==> src/rtl/saradc_pkg.sv <==
// saradc_pkg: shared state encoding and sizing helpers for the SAR controller.
package saradc_pkg;

  typedef enum logic [2:0] {
    IDLE,
    SAMP,
    CONV,
    DONE,
    OUT
  } saradc_sar_state_t;

  // Accumulator / DOUT width: room for 2^max_osr full-scale codes.
  function automatic int saradc_acc_width(input int nbits, input int max_osr);
    return nbits + max_osr;
  endfunction

  // Oversample requests beyond what the accumulator was sized for saturate.
  function automatic int saradc_clamp_osr(input int osr, input int max_osr);
    return (osr > max_osr) ? max_osr : osr;
  endfunction

endpackage

==> src/rtl/saradc_sar_reg.sv <==
// saradc_sar_reg: one-hot bit pointer walking MSB to LSB, recording each
// comparator decision into the RESULTP/RESULTN switch vectors.
module saradc_sar_reg #(
  parameter int NBITS = 8
) (
  input  logic             clk,
  input  logic             rst,
  input  logic             clear_i,
  input  logic             step_i,
  input  logic             cmpo_i,
  output logic [NBITS-1:0] resp_o,
  output logic [NBITS-1:0] resn_o,
  output logic             last_o
);

  logic [NBITS-1:0] ptr_q;
  logic [NBITS-1:0] resp_q;
  logic [NBITS-1:0] resn_q;

  // Clear re-arms the pointer at the MSB; each step commits one decision.
  always_ff @(posedge clk) begin
    if (rst || clear_i) begin
      ptr_q  <= {1'b1, {(NBITS-1){1'b0}}};
      resp_q <= '0;
      resn_q <= '0;
    end else if (step_i) begin
      ptr_q  <= ptr_q >> 1;
      resp_q <= resp_q | (ptr_q & {NBITS{cmpo_i}});
      resn_q <= resn_q | (ptr_q & {NBITS{~cmpo_i}});
    end
  end

  assign resp_o = resp_q;
  assign resn_o = resn_q;
  // Pointer sitting on bit 0 means the current step decides the LSB.
  assign last_o = ptr_q[0];

endmodule

==> src/rtl/saradc_sar_ctrl_os.sv <==
// saradc_sar_ctrl_os: SAR conversion sequencer with run-time oversample and
// accumulate, single-shot or continuous bursts, and a ready/valid result port
// that flags dropped words with a one-cycle OVERRUN pulse.
module saradc_sar_ctrl_os
  import saradc_pkg::*;
#(
  parameter int NBITS         = 8,
  parameter int MAX_OSR       = 4,
  parameter int SAMPLE_CYCLES = 2,
  localparam int OW = (MAX_OSR > 0) ? $clog2(MAX_OSR + 1) : 1,
  localparam int AW = saradc_acc_width(NBITS, MAX_OSR)
) (
  input  logic             CLK,
  input  logic             RST,
  input  logic             START,
  input  logic             CONT,
  input  logic [OW-1:0]    OSR_LOG2,
  input  logic             CMPO,
  output logic             SAMPLE,
  output logic [NBITS-1:0] RESULTP,
  output logic [NBITS-1:0] RESULTN,
  output logic             VALID,
  output logic             BUSY,
  output logic [AW-1:0]    DOUT,
  output logic             DOUT_VALID,
  input  logic             DOUT_READY,
  output logic             OVERRUN
);

  localparam int CW  = MAX_OSR + 1;
  localparam int SCW = (SAMPLE_CYCLES > 1) ? $clog2(SAMPLE_CYCLES) : 1;

  saradc_sar_state_t state_q;
  logic [OW-1:0]     osr_q;
  logic [CW-1:0]     cnt_q;
  logic [SCW-1:0]    scnt_q;
  logic [AW-1:0]     acc_q;
  logic [AW-1:0]     dout_q;
  logic              sample_q;
  logic              valid_q;
  logic              busy_q;
  logic              dv_q;
  logic              ovr_q;

  logic [NBITS-1:0]  resp;
  logic [NBITS-1:0]  resn;
  logic              last_bit;

  logic [OW-1:0]     osr_in;
  logic [OW-1:0]     shamt;
  logic [CW-1:0]     cnt_d;
  logic [AW-1:0]     acc_d;
  logic [AW-1:0]     word_d;
  logic              more_d;
  logic              start_go;
  logic              restart;
  logic              enter_samp;
  logic              step;
  logic              xfer;

  assign osr_in     = OW'(saradc_clamp_osr(int'(OSR_LOG2), MAX_OSR));
  assign shamt      = OW'(MAX_OSR) - osr_q;
  assign cnt_d      = cnt_q + CW'(1);
  assign more_d     = cnt_d < (CW'(1) << osr_q);
  assign acc_d      = acc_q + AW'(resp);
  // Left-scale so every OSR setting lands on the same full-scale DOUT range.
  assign word_d     = acc_d << shamt;
  assign xfer       = dv_q & DOUT_READY;

  assign start_go   = (state_q == IDLE) && (START || CONT);
  assign restart    = start_go || ((state_q == OUT) && CONT);
  assign enter_samp = restart || ((state_q == DONE) && more_d);
  assign step       = (state_q == CONV);

  saradc_sar_reg #(
    .NBITS (NBITS)
  ) u_reg (
    .clk     (CLK),
    .rst     (RST),
    .clear_i (enter_samp),
    .step_i  (step),
    .cmpo_i  (CMPO),
    .resp_o  (resp),
    .resn_o  (resn),
    .last_o  (last_bit)
  );

  // Conversion sequencer, accumulator and output handshake register.
  always_ff @(posedge CLK) begin
    if (RST) begin
      state_q  <= IDLE;
      osr_q    <= '0;
      cnt_q    <= '0;
      scnt_q   <= '0;
      acc_q    <= '0;
      dout_q   <= '0;
      sample_q <= 1'b0;
      valid_q  <= 1'b0;
      busy_q   <= 1'b0;
      dv_q     <= 1'b0;
      ovr_q    <= 1'b0;
    end else begin
      valid_q <= 1'b0;
      ovr_q   <= 1'b0;
      // A consumed word drops valid unless a new load below overrides it.
      if (xfer) begin
        dv_q <= 1'b0;
      end
      // A new burst re-latches OSR and starts a fresh accumulation.
      if (restart) begin
        osr_q <= osr_in;
        acc_q <= '0;
        cnt_q <= '0;
      end
      if (enter_samp) begin
        state_q  <= SAMP;
        sample_q <= 1'b1;
        busy_q   <= 1'b1;
        scnt_q   <= '0;
      end
      case (state_q)
        IDLE: begin
        end
        SAMP: begin
          if (scnt_q == SCW'(SAMPLE_CYCLES - 1)) begin
            state_q  <= CONV;
            sample_q <= 1'b0;
          end else begin
            scnt_q <= scnt_q + SCW'(1);
          end
        end
        CONV: begin
          if (last_bit) begin
            state_q <= DONE;
            valid_q <= 1'b1;
          end
        end
        DONE: begin
          acc_q <= acc_d;
          cnt_q <= cnt_d;
          if (!more_d) begin
            // The result word is offered on the edge entering OUT so that
            // DOUT_VALID is already high during the OUT cycle.
            state_q <= OUT;
            busy_q  <= 1'b0;
            if (!dv_q || DOUT_READY) begin
              dout_q <= word_d;
              dv_q   <= 1'b1;
            end else begin
              ovr_q <= 1'b1;
            end
          end
        end
        OUT: begin
          if (!CONT) begin
            state_q <= IDLE;
          end
        end
        default: begin
          state_q <= IDLE;
        end
      endcase
    end
  end

  assign SAMPLE     = sample_q;
  assign RESULTP    = resp;
  assign RESULTN    = resn;
  assign VALID      = valid_q;
  assign BUSY       = busy_q;
  assign DOUT       = dout_q;
  assign DOUT_VALID = dv_q;
  assign OVERRUN    = ovr_q;

endmodule

==> config.mk <==
export PLATFORM = sky130hd
export DESIGN_NAME = saradc_sar_ctrl_os
export DESIGN_NICKNAME = d
export VERILOG_FILES = /design/src/rtl/saradc_pkg.sv /design/src/rtl/saradc_sar_reg.sv /design/src/rtl/saradc_sar_ctrl_os.sv
export SDC_FILE = /design/constraint.sdc
export NUM_CORES = 1
export LEC_CHECK = 0
export BUFFER_PORTS_ARGS = -buffer_cell sky130_fd_sc_hd__buf_4
export CORE_UTILIZATION = 40
export DETAILED_ROUTE_END_ITERATION = 10
export MAX_ROUTING_LAYER = met4
export PLACE_DENSITY = 0.69
export SKIP_LAST_GASP = 1
export SYNTH_ARGS = -nofsm -noshare
export SYNTH_HDL_FRONTEND = slang
export SYNTH_SLANG_ARGS = --single-unit
==> constraint.sdc <==
create_clock -name CLK -period 3.6 [get_ports CLK]
set_input_delay 0.18 -clock CLK [delete_from_list [all_inputs] [get_ports CLK]]
set_output_delay 0.18 -clock CLK [all_outputs]
set_load 0.01 [all_outputs]
==> results of run 1 <==
stage by stage:
stage | power, uW | worst slack, ns | area, um^2
after floorplan | 888 | 0.893 | 3590
after global placement | 939 | 1.05 | 3950
after detailed placement | 942 | 0.968 | 3950
after CTS | 1600 | 0.942 | 4160
after global routing | 1670 | 0.630 | 4160
final | 1600 | 0.951 | 4160
cell type report:
type | instances | area, um^2 | share of cell area
multi-input combinational | 334 | 2130 | 0.512
clock inverter | 7 | 83.8 | 0.0202
tap | 108 | 135 | 0.0325
sequential | 65 | 1300 | 0.313
inverter | 9 | 33.8 | 0.00812
clock buffer | 9 | 124 | 0.0298
timing repair buffer | 47 | 353 | 0.0848
metal layers:
layer	vias up	routed length, um	part of all wire
met5	-	0	0
met4	0	121	0.014
met3	17	407	0.047
met2	87	4120	0.47
met1	1535	4100	0.47
li1	1623	-	-
registers in the layout, summed over array words and instances, names as in the netlist, 3 cells and up:
| name | cells |
|---|---|
| DOUT | 12 |
| acc_q | 12 |
| cnt_q | 5 |
| osr_q | 3 |
| state_q | 3 |
| u_reg.ptr_q | 8 |
| u_reg.resn_o | 8 |
| u_reg.resp_o | 8 |
kinds of logic after synthesis:
family                   count (synthesis)  share of synthesized area
AND/OR/NAND/NOR                        158                      0.200
AO/OA/AOI/OAI                          128                      0.241
buffers and inverters                   37                     0.0443
adder cells (fa/ha/maj)                 20                     0.0718
flip-flops                              65                      0.362
XOR/XNOR                                11                     0.0268
multiplexers                            17                     0.0544
Yosys cell counts (5+ instances only):
| master | instances | area [um^2] |
|---|---|---|
| buf_2 | 5 | 25.0 |
| nor3_1 | 9 | 45.0 |
| nand3_1 | 16 | 80.1 |
| nand2b_1 | 5 | 31.3 |
| a21o_1 | 9 | 67.6 |
| clkbuf_1 | 16 | 60.1 |
| ha_1 | 19 | 238 |
| dfxtp_1 | 65 | 1300 |
| inv_1 | 8 | 30.0 |
| a211oi_1 | 6 | 45.0 |
| o21ai_0 | 13 | 65.1 |
| a21oi_1 | 47 | 235 |
| xnor2_1 | 8 | 70.1 |
| mux2i_1 | 15 | 150 |
| nand2_1 | 33 | 124 |
| nor2_1 | 67 | 251 |
| a31oi_1 | 7 | 43.8 |
how the worst max path moves through the flow:
stage | start | endpoint | slack, ns | cells past startpoint
2_1_floorplan | osr_q[0]$_SDFFE_PP0P_ | u_reg.ptr_q[0]$_SDFFE_PP0P_ | 0.89 | 13
3_3_place_gp | u_reg.resp_o[0]$_SDFFE_PP0P_ | DOUT[10]$_SDFFE_PP0P_ | 1.05 | 8
3_5_place_dp | osr_q[0]$_SDFFE_PP0P_ | u_reg.ptr_q[7]$_SDFFE_PP1P_ | 0.97 | 10
4_1_cts | osr_q[0]$_SDFFE_PP0P_ | u_reg.ptr_q[7]$_SDFFE_PP1P_ | 0.94 | 10
5_1_grt | osr_q[0]$_SDFFE_PP0P_ | DOUT[8]$_SDFFE_PP0P_ | 0.63 | 10
6_report | u_reg.resp_o[0]$_SDFFE_PP0P_ | DOUT[10]$_SDFFE_PP0P_ | 0.95 | 8
worst max-delay path, cell delays in order (launching register included):
cell	delay, ns
dfxtp_1	0.33
ha_1	0.25
fa_1	0.45
a21o_1	0.24
a221oi_4	0.32
o21ai_0	0.23
xnor2_1	0.32
a31oi_1	0.13
a32o_1	0.27
power by group through the flow:
stage	registers [uW]	logic [uW]	clock network, uW
4_1_cts	739	187	680
2_1_floorplan	755	132	0
6_report	739	188	669
3_5_place_dp	756	186	0
5_1_grt	741	208	718
3_3_place_gp	755	184	0
==> impl_metrics.csv, run 1 <==
group,metric,value,unit
critical_path,worstSetupPathType,"register to register",
place,gp_congestion,0.928,
clock_network,insertion_delay,0.36,ns
hold_path,hold_depth,3,
global_routing,grt_start_max_net_pins,43,
critical_path,required,3.85,ns
final_layout,final_common_cell,"nor2_1",
clock_network,cts.sinks,65,
synth,yosys_most_used_dff,"dfxtp_1",
sta,setup_tns,0,ns
drt,ant_nets,0,
sta,setup_viol,0,
power,seqPwrFrac,0.463,
final_layout,final_cell_mix,"nor2_1 (67), dfxtp_1 (65), a21oi_1 (47), buf_4 (47), nand2_1 (33)",
sta,finClkSkew,0.00756,ns
sta,clock.fmax,0.378,GHz
global_routing,grt_pass1_wl,14.4,mm
floorplan,row_count,34,
hold_path,hp-class,"primary input to register",
status,outcome,"finished, final reports clean",
global_routing,grtUsageMet1,0.245,
final_layout,layout.nets,495,
critical_path,r2r.worst_path.cells,8,
drt,drt-pass1-iter-count,5,
synth,ys_seq_area_frac,0.362,
flow_run,cap_violations,0,
floorplan,dieArea,0.00936,mm^2
floorplan,core_area,0.00872,mm^2
critical_path,r2r-start,"u_reg.resp_o[0]$_SDFFE_PP0P_",
sta,tightest_slew,0.641,ns
place,place_inst,563,
power,vdd_drop_max,0.000185,V
sta,rsz0062_at_grt,"false",
critical_path,cp_max_fo,4,
final_layout,fin_cells,579,
clock_network,cts_max_path_buffers,2,
critical_path,cp-end-kind,"register",
synth,syn_area,0.00359,mm^2
global_routing,antenna_found_initial,0,
sta,slew_headroom,0.573,
synth,synth_cells,436,
critical_path,rrSetupSlack,0.95,ns
power,p_int,1130,uW
hold_path,hold_start,"OSR_LOG2[2]",
critical_path,r2r_end,"DOUT[10]$_SDFFE_PP0P_",
global_routing,use_met2,0.315,
floorplan,die_h,96.7,um
synth,synth-seq-cells,65,
final_layout,fill_cells,844,
drt,wl_per_cell,15.1,um
clock_network,tritoncts,"built",
hold_path,hold-path-endpoint,"osr_q[2]$_SDFFE_PP0P_",
drt,drt-vias-per-instance,5.63,
floorplan,die_w,96.7,um
power,power.density,384,mW/mm^2
place,io_buffers,41,
global_routing,grtUsageMet3,0.0390,
final_layout,area_delta_synth_final,15.9,%
place,hpwlAfterDp,6.19,mm
sta,fin_crit,2.65,ns
clock_network,clk_pin_slew,0.08,ns
synth,synth.distinct_cells,62,
sta,hold_viol,0,
critical_path,crit_path_start_kind,"register",
final_layout,drive_gt1_frac,0.159,
final_layout,finish.utilization,0.477,
global_routing,top_usage_layer,"met2",
global_routing,first_global_vias,2961,
clock_network,clock-root-buffer,"clkbuf_8",
synth,async_flop_share,0,
power,clkPwrFrac,0.419,
drt,drc_errors,0,
synth,synthesis.nets,465,
drt,vias,3262,
drt,drt-total-wl,8.74,mm
floorplan,num_io_pins,42,
synth,ys_warn_count,0,
sta,maxSlewViolCount,0,
clock_network,h-tree-depth,3,
sta,fin_hold_ws,0.0886,ns
sta,period_share,0.736,
power,p_sw,467,uW
power,p_comb_frac,0.118,
clock_network,ctsResizeCount,0,
global_routing,grtUsageTotal,0.195,
clock_network,numCtsBuffers,9,
floorplan,start_util,0.412,
clock_network,post_cts.repair.setup_buffers,0,
synth,syn_area_per_cell,8.23,um^2
power,p_leak,0.00164,uW
global_routing,grt_overflow,0,
clock_network,hold_buffers,0,
synth,synth_edf_count,0,
final_layout,antenna-diode-count,0,
drt,drt_iter0_markers,246,
critical_path,critPathArrivalTime,2.90,ns
power,swShare,0.293,
Power figures use the tool's default switching activity.
==> run 2: changes to the inputs <==
Clock period 3.6 ns to 2.65 ns, I/O delays scaled along.
==> impl_metrics.csv, run 2 (synthesized netlist as in run 1, its figures left out) <==
group,metric,value,unit
flow_run,cap_violations,0,
drt,ant_nets,0,
final_layout,fin_cells,592,
power,p_leak,0.00172,uW
sta,setup_tns,0,ns
clock_network,h-tree-depth,3,
clock_network,clock-root-buffer,"clkbuf_8",
sta,hold_viol,0,
global_routing,grt_overflow,0,
final_layout,layout.nets,508,
drt,drt_iter0_markers,192,
drt,drt-total-wl,8.71,mm
place,hpwlAfterDp,6.30,mm
drt,vias,3280,
status,outcome,"finished, final reports clean",
global_routing,first_global_vias,3066,
floorplan,start_util,0.412,
sta,slew_headroom,0.667,
clock_network,hold_buffers,0,
clock_network,insertion_delay,0.35,ns
sta,setup_viol,0,
sta,tightest_slew,0.497,ns
critical_path,crit_slowest_cell,"mux4_2",
power,power.density,508,mW/mm^2
sta,clock.fmax,0.395,GHz
hold_path,hp-class,"primary input to register",
sta,fin_crit,2.53,ns
clock_network,tritoncts,"built",
final_layout,area_delta_synth_final,19.7,%
floorplan,die_h,96.7,um
critical_path,critical_path.max_stage_delay,0.50,ns
global_routing,grt_start_max_net_pins,43,
place,place_inst,572,
drt,drt-vias-per-instance,5.54,
critical_path,critPathArrivalTime,2.82,ns
power,vdd_drop_max,0.000345,V
drt,wl_per_cell,14.7,um
floorplan,dieArea,0.00936,mm^2
place,gp_congestion,0.875,
drt,drt-pass1-iter-count,5,
critical_path,worstSetupPathType,"register to register",
final_layout,antenna-diode-count,0,
sta,maxSlewViolCount,0,
hold_path,hold_start,"OSR_LOG2[2]",
final_layout,fill_cells,858,
critical_path,required,2.94,ns
drt,drc_errors,0,
floorplan,core_area,0.00872,mm^2
global_routing,grt_pass1_wl,14.6,mm
floorplan,die_w,96.7,um
clock_network,cts.sinks,65,
clock_network,numCtsBuffers,9,
critical_path,crit_start,"u_reg.resp_o[0]$_SDFFE_PP0P_",
floorplan,row_count,34,
final_layout,final_common_cell,"nor2_1",
global_routing,grtUsageTotal,0.197,
critical_path,crit_path_start_kind,"register",
final_layout,final_cell_mix,"nor2_1 (67), dfxtp_1 (65), buf_4 (59), a21oi_1 (46), nand2_1 (33)",
critical_path,r2r-start,"u_reg.resp_o[0]$_SDFFE_PP0P_",
clock_network,cts_max_path_buffers,2,
sta,period_share,0.954,
final_layout,drive_gt1_frac,0.194,
sta,finClkSkew,0.0106,ns
floorplan,num_io_pins,42,
critical_path,cp_max_fo,3,
place,io_buffers,41,
global_routing,antenna_found_initial,0,
clock_network,clk_pin_slew,0.08,ns
critical_path,cp-end-kind,"register",
critical_path,path_cells,"ha_1 -> fa_2 -> a21o_1 -> a221o_1 -> xnor2_1 -> mux4_2 -> a21oi_1 -> o21ba_2",
==> run 2: metal layers <==
layer | GRT usage | share of wire
met5 | - | 0
met4 | 0.0700 | 0.014
met3 | 0.0426 | 0.043
met2 | 0.297 | 0.47
met1 | 0.259 | 0.47
==> run 2: what timing repair did <==
| action | 4_1_cts | 5_1_grt |
|---|---|---|
| gates resized for setup | 0 | 8 |
| buffers inserted | 0 | 4 |
| endpoints found under the setup margin | 0 | 4 |
==> run 2: per-stage QoR <==
step,utilization,area [um^2],hold slack (ns),power (uW),setup WS [ns]
finish,0.493,4300,0.0406,2180,0.121
global route,0.493,4300,0.0440,2290,-0.00487
CTS,0.486,4240,0.0325,2200,0.0871
detailed placement,0.462,4030,0.400,1300,0.117
global placement,0.462,4030,0.394,1290,0.135
floorplan,-,3590,0.276,1210,0.107
==> run 2: final timing paths <==
| path | to | slack, ns | cells after the start |
|---|---|---|---|
| max | DOUT[6]$_SDFFE_PP0P_ | 0.12 | 8 |
| min | osr_q[2]$_SDFFE_PP0P_ | 0.04 | 3 |
| max reg2reg | DOUT[6]$_SDFFE_PP0P_ | 0.12 | 8 |
| min reg2reg | DOUT[3]$_SDFFE_PP0P_ | 0.46 | 2 |
==> run 2: cell type report <==
class | count | area (um^2) | share of cell area
multi-input combinational | 334 | 2160 | 0.502
sequential | 65 | 1300 | 0.303
timing repair buffer | 60 | 463 | 0.108
tap | 108 | 135 | 0.0314
clock buffer | 9 | 124 | 0.0288
clock inverter | 7 | 83.8 | 0.0195
inverter | 9 | 33.8 | 0.00786
==> run 2: power by group <==
group          switching [uW]  internal, uW
sequential               13.8           991
clock                     450           454
combinational             168           105
==> run 2: worst max-delay path, delay by kind of cell (launching register included) <==
| kind | cells | cell delay, ns |
|---|---|---|
| flops | 1 | 0.33 |
| mux | 1 | 0.50 |
| compound gates | 4 | 0.91 |
| xor+xnor | 1 | 0.14 |
| fa+ha+maj | 2 | 0.60 |
